<file path="config.mk">
export PLATFORM = sky130hd
export DESIGN_NAME = adv7513_i2c_arbiter_flat
export DESIGN_NICKNAME = d
export VERILOG_FILES = /design/src/rtl/adv7513_i2c_arbiter_if.sv /design/src/rtl/adv7513_i2c_arbiter.sv /design/src/flat_wrapper.sv
export SDC_FILE = /design/constraint.sdc
export NUM_CORES = 1
export LEC_CHECK = 0
export BUFFER_PORTS_ARGS = -buffer_cell sky130_fd_sc_hd__buf_2
export CAP_MARGIN = 20
export CELL_PAD_IN_SITES_DETAIL_PLACEMENT = 2
export CELL_PAD_IN_SITES_GLOBAL_PLACEMENT = 2
export CORE_MARGIN = 2
export CORE_UTILIZATION = 29
export CTS_BUF_LIST = sky130_fd_sc_hd__clkbuf_8
export CTS_CLUSTER_DIAMETER = 60
export DETAILED_ROUTE_END_ITERATION = 7
export PLACE_DENSITY = 0.87
export SKIP_LAST_GASP = 1
export SLEW_MARGIN = 30
export SYNTH_ARGS = -nofsm -noshare
export SYNTH_HDL_FRONTEND = slang
export SYNTH_SLANG_ARGS = --single-unit
</file>
<file path="constraint.sdc">
create_clock -name clk -period 2.2 [get_ports clk]
set_input_delay 0.44 -clock clk [delete_from_list [all_inputs] [get_ports clk]]
set_output_delay 0.44 -clock clk [all_outputs]
set_load 0.005 [all_outputs]
</file>
<file path="src/rtl/adv7513_i2c_arbiter_if.sv">
// Bundle between the two requesters, the arbiter and the shared ADV7513 i2c_master.
// slave = arbiter view, master = requesters plus i2c_master view.
interface adv7513_i2c_arbiter_if;
    logic [1:0] req;
    logic [1:0] we;
    logic [7:0] reg_addr0;
    logic [7:0] wdata0;
    logic [7:0] reg_addr1;
    logic [7:0] wdata1;
    logic [1:0] ack;
    logic       err;
    logic [7:0] rdata;
    logic [6:0] m_chip_addr;
    logic [7:0] m_reg_addr;
    logic [7:0] m_data_in;
    logic       m_write_en;
    logic       m_read_en;
    logic       m_busy;
    logic [2:0] m_status;
    logic [7:0] m_data_out;
    logic [1:0] grant;

    modport slave (
        input  req, we, reg_addr0, wdata0, reg_addr1, wdata1, m_busy, m_status, m_data_out,
        output ack, err, rdata, m_chip_addr, m_reg_addr, m_data_in, m_write_en, m_read_en,
        grant
    );

    modport master (
        output req, we, reg_addr0, wdata0, reg_addr1, wdata1, m_busy, m_status, m_data_out,
        input  ack, err, rdata, m_chip_addr, m_reg_addr, m_data_in, m_write_en, m_read_en,
        grant
    );
endinterface

</file>
<file path="src/rtl/adv7513_i2c_arbiter.sv">
// Round-robin arbiter sharing one ADV7513 i2c_master between a config sequencer (port 0)
// and a debug register reader (port 1), with per-attempt timeout and bounded retry.
module adv7513_i2c_arbiter #(
    parameter logic [6:0]  CHIP_ADDR = 7'h72,
    parameter int unsigned TIMEOUT   = 100000,
    parameter int unsigned MAX_RETRY = 2
) (
    input logic                  clk,
    input logic                  reset,
    adv7513_i2c_arbiter_if.slave bus
);

    typedef enum logic [2:0] {StIdle, StIssue, StStart, StBusy, StDrain, StResp} state_e;

    state_e      r_state;
    state_e      w_state_d;
    logic        r_op;
    logic        r_last;
    logic        r_err;
    logic [1:0]  r_grant;
    logic [7:0]  r_reg_addr;
    logic [7:0]  r_data_in;
    logic [7:0]  r_rdata;
    logic [2:0]  r_retry;
    logic [16:0] r_tmo;

    logic w_win;
    logic w_tmo;
    logic w_retry;
    logic w_ok;
    logic w_fail;

    // On a tie the port that did not win last time gets the bus.
    assign w_win   = (bus.req == 2'b11) ? ~r_last : bus.req[1];
    assign w_tmo   = (r_tmo == 17'(TIMEOUT - 1));
    assign w_retry = (r_retry < 3'(MAX_RETRY));

    always_comb begin
        w_state_d = r_state;
        w_ok      = 1'b0;
        w_fail    = 1'b0;
        case (r_state)
            StIdle:  if ((bus.req != 2'b00) && !bus.m_busy) w_state_d = StIssue;
            StIssue: w_state_d = StStart;
            StStart: begin
                if (bus.m_busy) w_state_d = StBusy;
                else if (w_tmo) w_fail = 1'b1;
            end
            StBusy: begin
                if (!bus.m_busy) begin
                    w_ok   = (bus.m_status == 3'd0);
                    w_fail = (bus.m_status != 3'd0);
                end else if (w_tmo) begin
                    w_state_d = StDrain;
                end
            end
            // A timed-out attempt may not be reissued until the master lets go of the bus.
            StDrain: if (!bus.m_busy) w_fail = 1'b1;
            StResp:  w_state_d = StIdle;
            default: w_state_d = StIdle;
        endcase
        if (w_ok) begin
            w_state_d = StResp;
        end else if (w_fail) begin
            w_state_d = w_retry ? StIssue : StResp;
        end
    end

    always_ff @(posedge clk) begin
        if (reset) begin
            r_state    <= StIdle;
            r_op       <= 1'b0;
            r_last     <= 1'b1;
            r_err      <= 1'b0;
            r_grant    <= 2'b00;
            r_reg_addr <= 8'h00;
            r_data_in  <= 8'h00;
            r_rdata    <= 8'h00;
            r_retry    <= 3'd0;
            r_tmo      <= 17'd0;
        end else begin
            r_state <= w_state_d;
            r_err   <= (w_state_d == StResp) && w_fail;
            if ((r_state == StIdle) && (w_state_d == StIssue)) begin
                r_op       <= bus.we[w_win];
                r_reg_addr <= w_win ? bus.reg_addr1 : bus.reg_addr0;
                r_data_in  <= w_win ? bus.wdata1 : bus.wdata0;
                r_grant    <= w_win ? 2'b10 : 2'b01;
                r_last     <= w_win;
                r_retry    <= 3'd0;
            end
            if (r_state == StIssue) begin
                r_tmo <= 17'd0;
            end else if ((r_state == StStart) || (r_state == StBusy)) begin
                r_tmo <= r_tmo + 17'd1;
            end
            if (w_fail && w_retry) r_retry <= r_retry + 3'd1;
            if (w_ok && !r_op) r_rdata <= bus.m_data_out;
            if (r_state == StResp) r_grant <= 2'b00;
        end
    end

    assign bus.m_chip_addr = CHIP_ADDR;
    assign bus.m_reg_addr  = r_reg_addr;
    assign bus.m_data_in   = r_data_in;
    assign bus.m_write_en  = (r_state == StIssue) && r_op;
    assign bus.m_read_en   = (r_state == StIssue) && !r_op;
    assign bus.ack         = (r_state == StResp) ? r_grant : 2'b00;
    assign bus.err         = r_err;
    assign bus.rdata       = r_rdata;
    assign bus.grant       = r_grant;

endmodule
</file>
<file path="src/flat_wrapper.sv">
// flat-port wrapper written by rule: the top's interface ports become plain ports
module adv7513_i2c_arbiter_flat 
#(
    parameter logic [6:0]  CHIP_ADDR = 7'h72,
    parameter int unsigned TIMEOUT   = 100000,
    parameter int unsigned MAX_RETRY = 2
)
  (clk, reset, bus_req, bus_we, bus_reg_addr0, bus_wdata0, bus_reg_addr1, bus_wdata1, bus_m_busy, bus_m_status, bus_m_data_out, bus_ack, bus_err, bus_rdata, bus_m_chip_addr, bus_m_reg_addr, bus_m_data_in, bus_m_write_en, bus_m_read_en, bus_grant);
  adv7513_i2c_arbiter_if bus_i ();
  input logic clk;
  input logic reset;
  input wire logic [$bits(bus_i.req)-1:0] bus_req;
  input wire logic [$bits(bus_i.we)-1:0] bus_we;
  input wire logic [$bits(bus_i.reg_addr0)-1:0] bus_reg_addr0;
  input wire logic [$bits(bus_i.wdata0)-1:0] bus_wdata0;
  input wire logic [$bits(bus_i.reg_addr1)-1:0] bus_reg_addr1;
  input wire logic [$bits(bus_i.wdata1)-1:0] bus_wdata1;
  input wire logic [$bits(bus_i.m_busy)-1:0] bus_m_busy;
  input wire logic [$bits(bus_i.m_status)-1:0] bus_m_status;
  input wire logic [$bits(bus_i.m_data_out)-1:0] bus_m_data_out;
  output wire logic [$bits(bus_i.ack)-1:0] bus_ack;
  output wire logic [$bits(bus_i.err)-1:0] bus_err;
  output wire logic [$bits(bus_i.rdata)-1:0] bus_rdata;
  output wire logic [$bits(bus_i.m_chip_addr)-1:0] bus_m_chip_addr;
  output wire logic [$bits(bus_i.m_reg_addr)-1:0] bus_m_reg_addr;
  output wire logic [$bits(bus_i.m_data_in)-1:0] bus_m_data_in;
  output wire logic [$bits(bus_i.m_write_en)-1:0] bus_m_write_en;
  output wire logic [$bits(bus_i.m_read_en)-1:0] bus_m_read_en;
  output wire logic [$bits(bus_i.grant)-1:0] bus_grant;
  assign bus_i.req = bus_req;
  assign bus_i.we = bus_we;
  assign bus_i.reg_addr0 = bus_reg_addr0;
  assign bus_i.wdata0 = bus_wdata0;
  assign bus_i.reg_addr1 = bus_reg_addr1;
  assign bus_i.wdata1 = bus_wdata1;
  assign bus_i.m_busy = bus_m_busy;
  assign bus_i.m_status = bus_m_status;
  assign bus_i.m_data_out = bus_m_data_out;
  assign bus_ack = bus_i.ack;
  assign bus_err = bus_i.err;
  assign bus_rdata = bus_i.rdata;
  assign bus_m_chip_addr = bus_i.m_chip_addr;
  assign bus_m_reg_addr = bus_i.m_reg_addr;
  assign bus_m_data_in = bus_i.m_data_in;
  assign bus_m_write_en = bus_i.m_write_en;
  assign bus_m_read_en = bus_i.m_read_en;
  assign bus_grant = bus_i.grant;
  adv7513_i2c_arbiter #(.CHIP_ADDR(CHIP_ADDR), .TIMEOUT(TIMEOUT), .MAX_RETRY(MAX_RETRY)) u_core (.clk(clk), .reset(reset), .bus(bus_i));
endmodule
</file>
# After elaboration in Yosys (flattened, before gate mapping)
# Index checks and enable logic that the tools add are counted.
dict set report word_totals {
  regBits 52
  out_inout_bits 38
}
dict set report op_classes {
  addsub 2
  n_lt_le_gt_ge 2
  n_eq_ne 9
  muxes 24
  bitwise_logic 1
  reduce_logical 17
}
# cell count
set ops {}
lappend ops {{$mux 3} 9}
lappend ops {{$add 17x1->17 const B} 1}
lappend ops {{$eq 17x17->1 const B} 1}
lappend ops {{$mux 8} 2}
lappend ops {{$pmux 3 s5} 1}
lappend ops {{$eq 3x3->1 const B} 3}
lappend ops {{$mux 1} 9}
lappend ops {{$logic_and 1x1->1} 7}
lappend ops {{$eq 3x1->1 const B} 2}
lappend ops {{$eq 3x2->1 const B} 2}
lappend ops {{$logic_not 3->1} 2}
lappend ops {{$mux 2} 2}
lappend ops {{$reduce_bool 2->1} 2}
lappend ops {{$reduce_or 2->1} 2}
lappend ops {{$add 3x1->3 const B} 1}
lappend ops {{$lt 3x2->1 const B} 1}
lappend ops {{$pmux 1 s3} 1}
lappend ops {{$reduce_bool 3->1} 1}
lappend ops {{$eq 2x2->1 const B} 1}
lappend ops {{$logic_not 1->1} 2}
lappend ops {{$lt 1x2->1 const B} 1}
lappend ops {{$logic_or 1x1->1} 1}
lappend ops {{$not 1->1} 1}

# Logic depth before layout (Yosys ltp)
dict set report logic_depth {
  depth_word 10
  mapped_depth 7
  ltp_nobuf 6
}

# Worst setup path after synthesis
# OpenSTA, ideal clock, no wires.
dict set report synth_timing {
  path_kind {flip-flop to flip-flop}
  startpoint {register u_core.r_tmo[0]}
  endpoint {register u_core.r_retry[0]}
  t_arrival_ns 1.675
  t_required_ns 2.079
  path_slack_ns 0.405
  path_stages_with_launch 7
  path_buffers 0
  cell_sequence {dfxtp_1 > ha_1 > nor4bb_1 > nand4_1 > o221a_2 > nor2_1 > mux2_2}
}
dict set report synth_between {
  elab_chain_cells 9
  elab_cells_between_ends 14
  cone_classes {eq/ne: 2; mux: 9; reduce/logical: 3}
}
# item line
set synth_rtl {}
lappend synth_rtl {{start: declaration} adv7513_i2c_arbiter.sv:25} ;# logic [16:0] r_tmo;
lappend synth_rtl {{start signal: assignment} adv7513_i2c_arbiter.sv:95} ;# r_tmo <= r_tmo + 17'd1;
lappend synth_rtl {{$eq 17x17->1 (*)} adv7513_i2c_arbiter.sv:35} ;# assign w_tmo = (r_tmo == 17'(TIMEOUT - 1));
lappend synth_rtl {{$mux 3 or $mux 1 (tied branches)} {adv7513_i2c_arbiter.sv:53, adv7513_i2c_arbiter.sv:47}}
lappend synth_rtl {{$mux 3 or $mux 1 (tied branches)} {adv7513_i2c_arbiter.sv:50, adv7513_i2c_arbiter.sv:46}}
lappend synth_rtl {{$pmux 3 s5 or $pmux 1 s3 (tied branches)} adv7513_i2c_arbiter.sv:42} ;# case (r_state)
lappend synth_rtl {{$mux 3} adv7513_i2c_arbiter.sv:64} ;# end else if (w_fail) begin
lappend synth_rtl {{$mux 3} adv7513_i2c_arbiter.sv:62} ;# if (w_ok) begin
lappend synth_rtl {{$eq 3x1->1} adv7513_i2c_arbiter.sv:84} ;# if ((r_state == StIdle) && (w_state_d == StIssue)) begin
lappend synth_rtl {{$logic_and 1x1->1} adv7513_i2c_arbiter.sv:84}
lappend synth_rtl {{$reduce_bool 2->1 (no source line)} -}
lappend synth_rtl {{end signal: assignment} adv7513_i2c_arbiter.sv:97} ;# if (w_fail && w_retry) r_retry <= r_retry + 3'd1;
lappend synth_rtl {{end: declaration} adv7513_i2c_arbiter.sv:24} ;# logic [2:0] r_retry;
# Every way passes the cells marked *; elsewhere a longest branch is shown, timed or not.
# A chain may end at the register's enable or synchronous reset.

# Worst setup path in the final report
# Same ends and word-level chain as after synthesis.

==> reports/qor.yml <==
global_routing:
  antenna_found_initial: 0
  grt_pass1_vias: 2439
  grt_max_degree: 26
  track_usage_pct: 15.5
  grt.overflow.total: 0
  grt_pass1_wl_um: 11900
cells_and_area:
  stdcell_area_mm2: 0.00309
  diodes: 0
  final_cells: 459
  layout.nets: 405
  syn2layout_area_growth_pct: 24.3
  layout-drive-gt1-share_pct: 29.7
logic_synthesis:
  synth-main-ff-cell: "dfxtp_1"
  yosysSeqAreaShare_pct: 41.8
  synth-edff-count: 0
  synthCells: 278
  ys_seq_elements: 52
  yosysUniqueCellTypes: 50
  async_flop_share_pct: 0
  synth_area_per_cell_um2: 8.95
  yosysWarnings: 0
  netlist_area_mm2: 0.00249
setup_path:
  cp-end-kind: "register"
  worstPathArrival_ps: 2300
  path_class: "reg2reg"
  slowest_delay_ps: 380
  cp_max_fo: 5
  r2r-start: "u_core.r_tmo[0]"
  crit_chain: "ha_1 > nor4bb_2 > nand4_1 > o221a_2 > nor2_1 > mux2_2"
  setup.worst_path.start: "u_core.r_tmo[0]"
  worst_setup_path_start_kind: "register"
  critPathSlowestCell: "dfxtp_1"
  required_ps: 2410
clock_tree:
  cts_root_buf: "clkbuf_8"
  cts.sinks: 52
  clk_pin_slew_worst_paths_ps: 100
  clk_latency_ps: 310
  numCtsBuffers: 5
  htreeDepth: 2
  clk_path_buf_depth: 2
  cts_tree: "yes"
die:
  dieHeight_um: 96.6
  initial_core_util_pct: 30.1
  fp.dieW_um: 96.6
  die_area_mm2: 0.00934
  rows: 33
  fp.coreArea_mm2: 0.00826
  ios: 88
detailed_routing:
  dr.pass1.iters: 4
  vias: 2258
  via_per_inst: 4.92
  drt_iter0_markers: 43
  drt_wl_total_um: 7140
  drc: 0
  wire_per_inst_um: 15.5
  ant_nets: 0
placed_design:
  hpwl_um: 5630
  dp.cells: 451
  gp_congestion: 0.805
  portBuffers: 80
  place_area_mm2: 0.00297
  place_ws_ps: 151
timing:
  max_freq_mhz: 480
  tightest_slew_ps: 625
  finalSetupViolCount: 0
  finalSetupTns_ps: 0
  period_needed_ps: 2080
  min_period_over_period_pct: 94.8
  rsz0062_at_grt: "false"
  hold_viol_final: 0
  slew_headroom_pct: 58.3
  setup_ws_ps: 115
  finClkSkew_ps: 6.74
  slew_viol_final: 0
power:
  cellPowerDensity_mw_per_mm2: 711
  p_leak_uw: 0.00128
  p_total_uw: 2200
  peakVddDrop_mv: 0.253
min_path:
  hold_start: "bus_m_data_out[4]"
  worst_hold_path_type: "in2reg"
run_status:
  outcome: "finished, final reports clean"
run:
  cap_violations: 0
## cell type report
type,instances,area (um2)
fillers,972,5160
multi-input cells,201,1310
flip-flops and latches,52,1040
repair buffers,87,465
well taps,105,131
clock buffers,6,82.6
clock inverters,2,38.8
inverters,6,22.5
## timing repair
item,CTS,global route
hold buffers,0,0
endpoints found under the setup margin,0,1
resized for setup,0,1
setup buffers,0,0
## worst max-delay path: cells and delay by family (launching register included)
family,cells,cell delay [ps]
and+or+nand+nor,3,660
DFF,1,380
AOI/OAI and AO/OA,1,360
muxes,1,350
adders and majority gates,1,230
## layer usage
| metal | part of all wire [%] | vias to the layer above | GRT usage [%] |
|---|---|---|---|
| li1 | - | 1099 | - |
| met1 | 40 | 1088 | 17.6 |
| met2 | 53 | 62 | 28.3 |
| met3 | 6.3 | 9 | 4.77 |
| met4 | 1.2 | 0 | 3.36 |
| met5 | 0 | - | 0 |
## Yosys cell counts, types with 2 or more instances
master,number,share of area [%]
a21oi_1,2,0.40
xnor2_1,11,3.9
or4_1,2,0.60
nand3_1,5,1.0
ha_1,2,1.0
inv_1,5,0.75
conb_1,2,0.30
buf_6,2,0.90
nor3_1,6,1.2
and4_1,2,0.70
a211oi_1,18,5.4
mux2i_1,26,10
or3_1,2,0.50
clkbuf_1,6,0.90
dfxtp_1,52,42
nor2_1,53,8.0
or4bb_1,2,0.90
nor2b_1,4,1.0
xor2_1,4,1.4
buf_4,7,2.1
and2_1,3,0.75
buf_2,9,1.8
nor4bb_1,2,0.80
nand2_1,15,2.3
and3_1,3,0.75
o21ai_1,3,0.60
o21ai_0,2,0.40
nand4_1,6,1.5
## state kept, by name, indices dropped and copies added (netlist names)
signal                 cells
u_core.bus.m_data_in       8
u_core.r_state             3
u_core.r_retry             3
u_core.bus.err             1
u_core.bus.m_reg_addr      8
u_core.r_tmo              17
u_core.r_op                1
u_core.bus.grant           2
u_core.r_last              1
u_core.bus.rdata           8
## power breakdown
part	internal (uW)	switching (uW)	total, uW
registers	1010	58.0	1070
clock network	373	339	712
logic	192	224	416
## cells in the final DEF (no fill, tap or decap), types with 2 or more instances in the layout
cell type	count
buf_2	80
nor2_1	53
dfxtp_1	52
mux2i_1	26
a211oi_1	18
nand2_1	15
xnor2_1	11
conb_1	7
nor3_1	6
nand4_1	6
clkbuf_8	6
buf_4	6
inv_1	5
nand3_1	5
nor2b_1	4
xor2_1	4
and3_1	3
and2_1	3
o21ai_1	3
or4bb_1	2
and4_1	2
o21ai_0	2
or3_1	2
or4_1	2
a21oi_1	2
ha_1	2
## through the flow
stage / hold WS, ps / utilization (%)
final: 360 / 37.5
after global routing: 370 / 37.5
after CTS: 356 / 37.4
after detailed placement: 476 / 35.9
after global placement: 470 / 35.9
after floorplan: 430 / -
## final timing paths
| check | cells past startpoint | endpoint | slack [ps] |
|---|---|---|---|
| max | 6 | u_core.r_retry[0] | 120 |
| min | 3 | u_core.bus.rdata[4] | 360 |
| max reg2reg | 6 | u_core.r_retry[0] | 120 |
| min reg2reg | 2 | u_core.bus.rdata[4] | 500 |
## logic make-up after synthesis
group	after synthesis	synth area share [%]
AOI/OAI and AO/OA	33	9.65
xor gates and xnor gates	15	5.28
adders and majority gates	3	1.41
buffers and inverters	30	6.64
DFF	52	41.8
muxes	27	10.9
other	2	0.302
and+or+nand+nor	116	24.0
(Power assumes the default switching activity.)
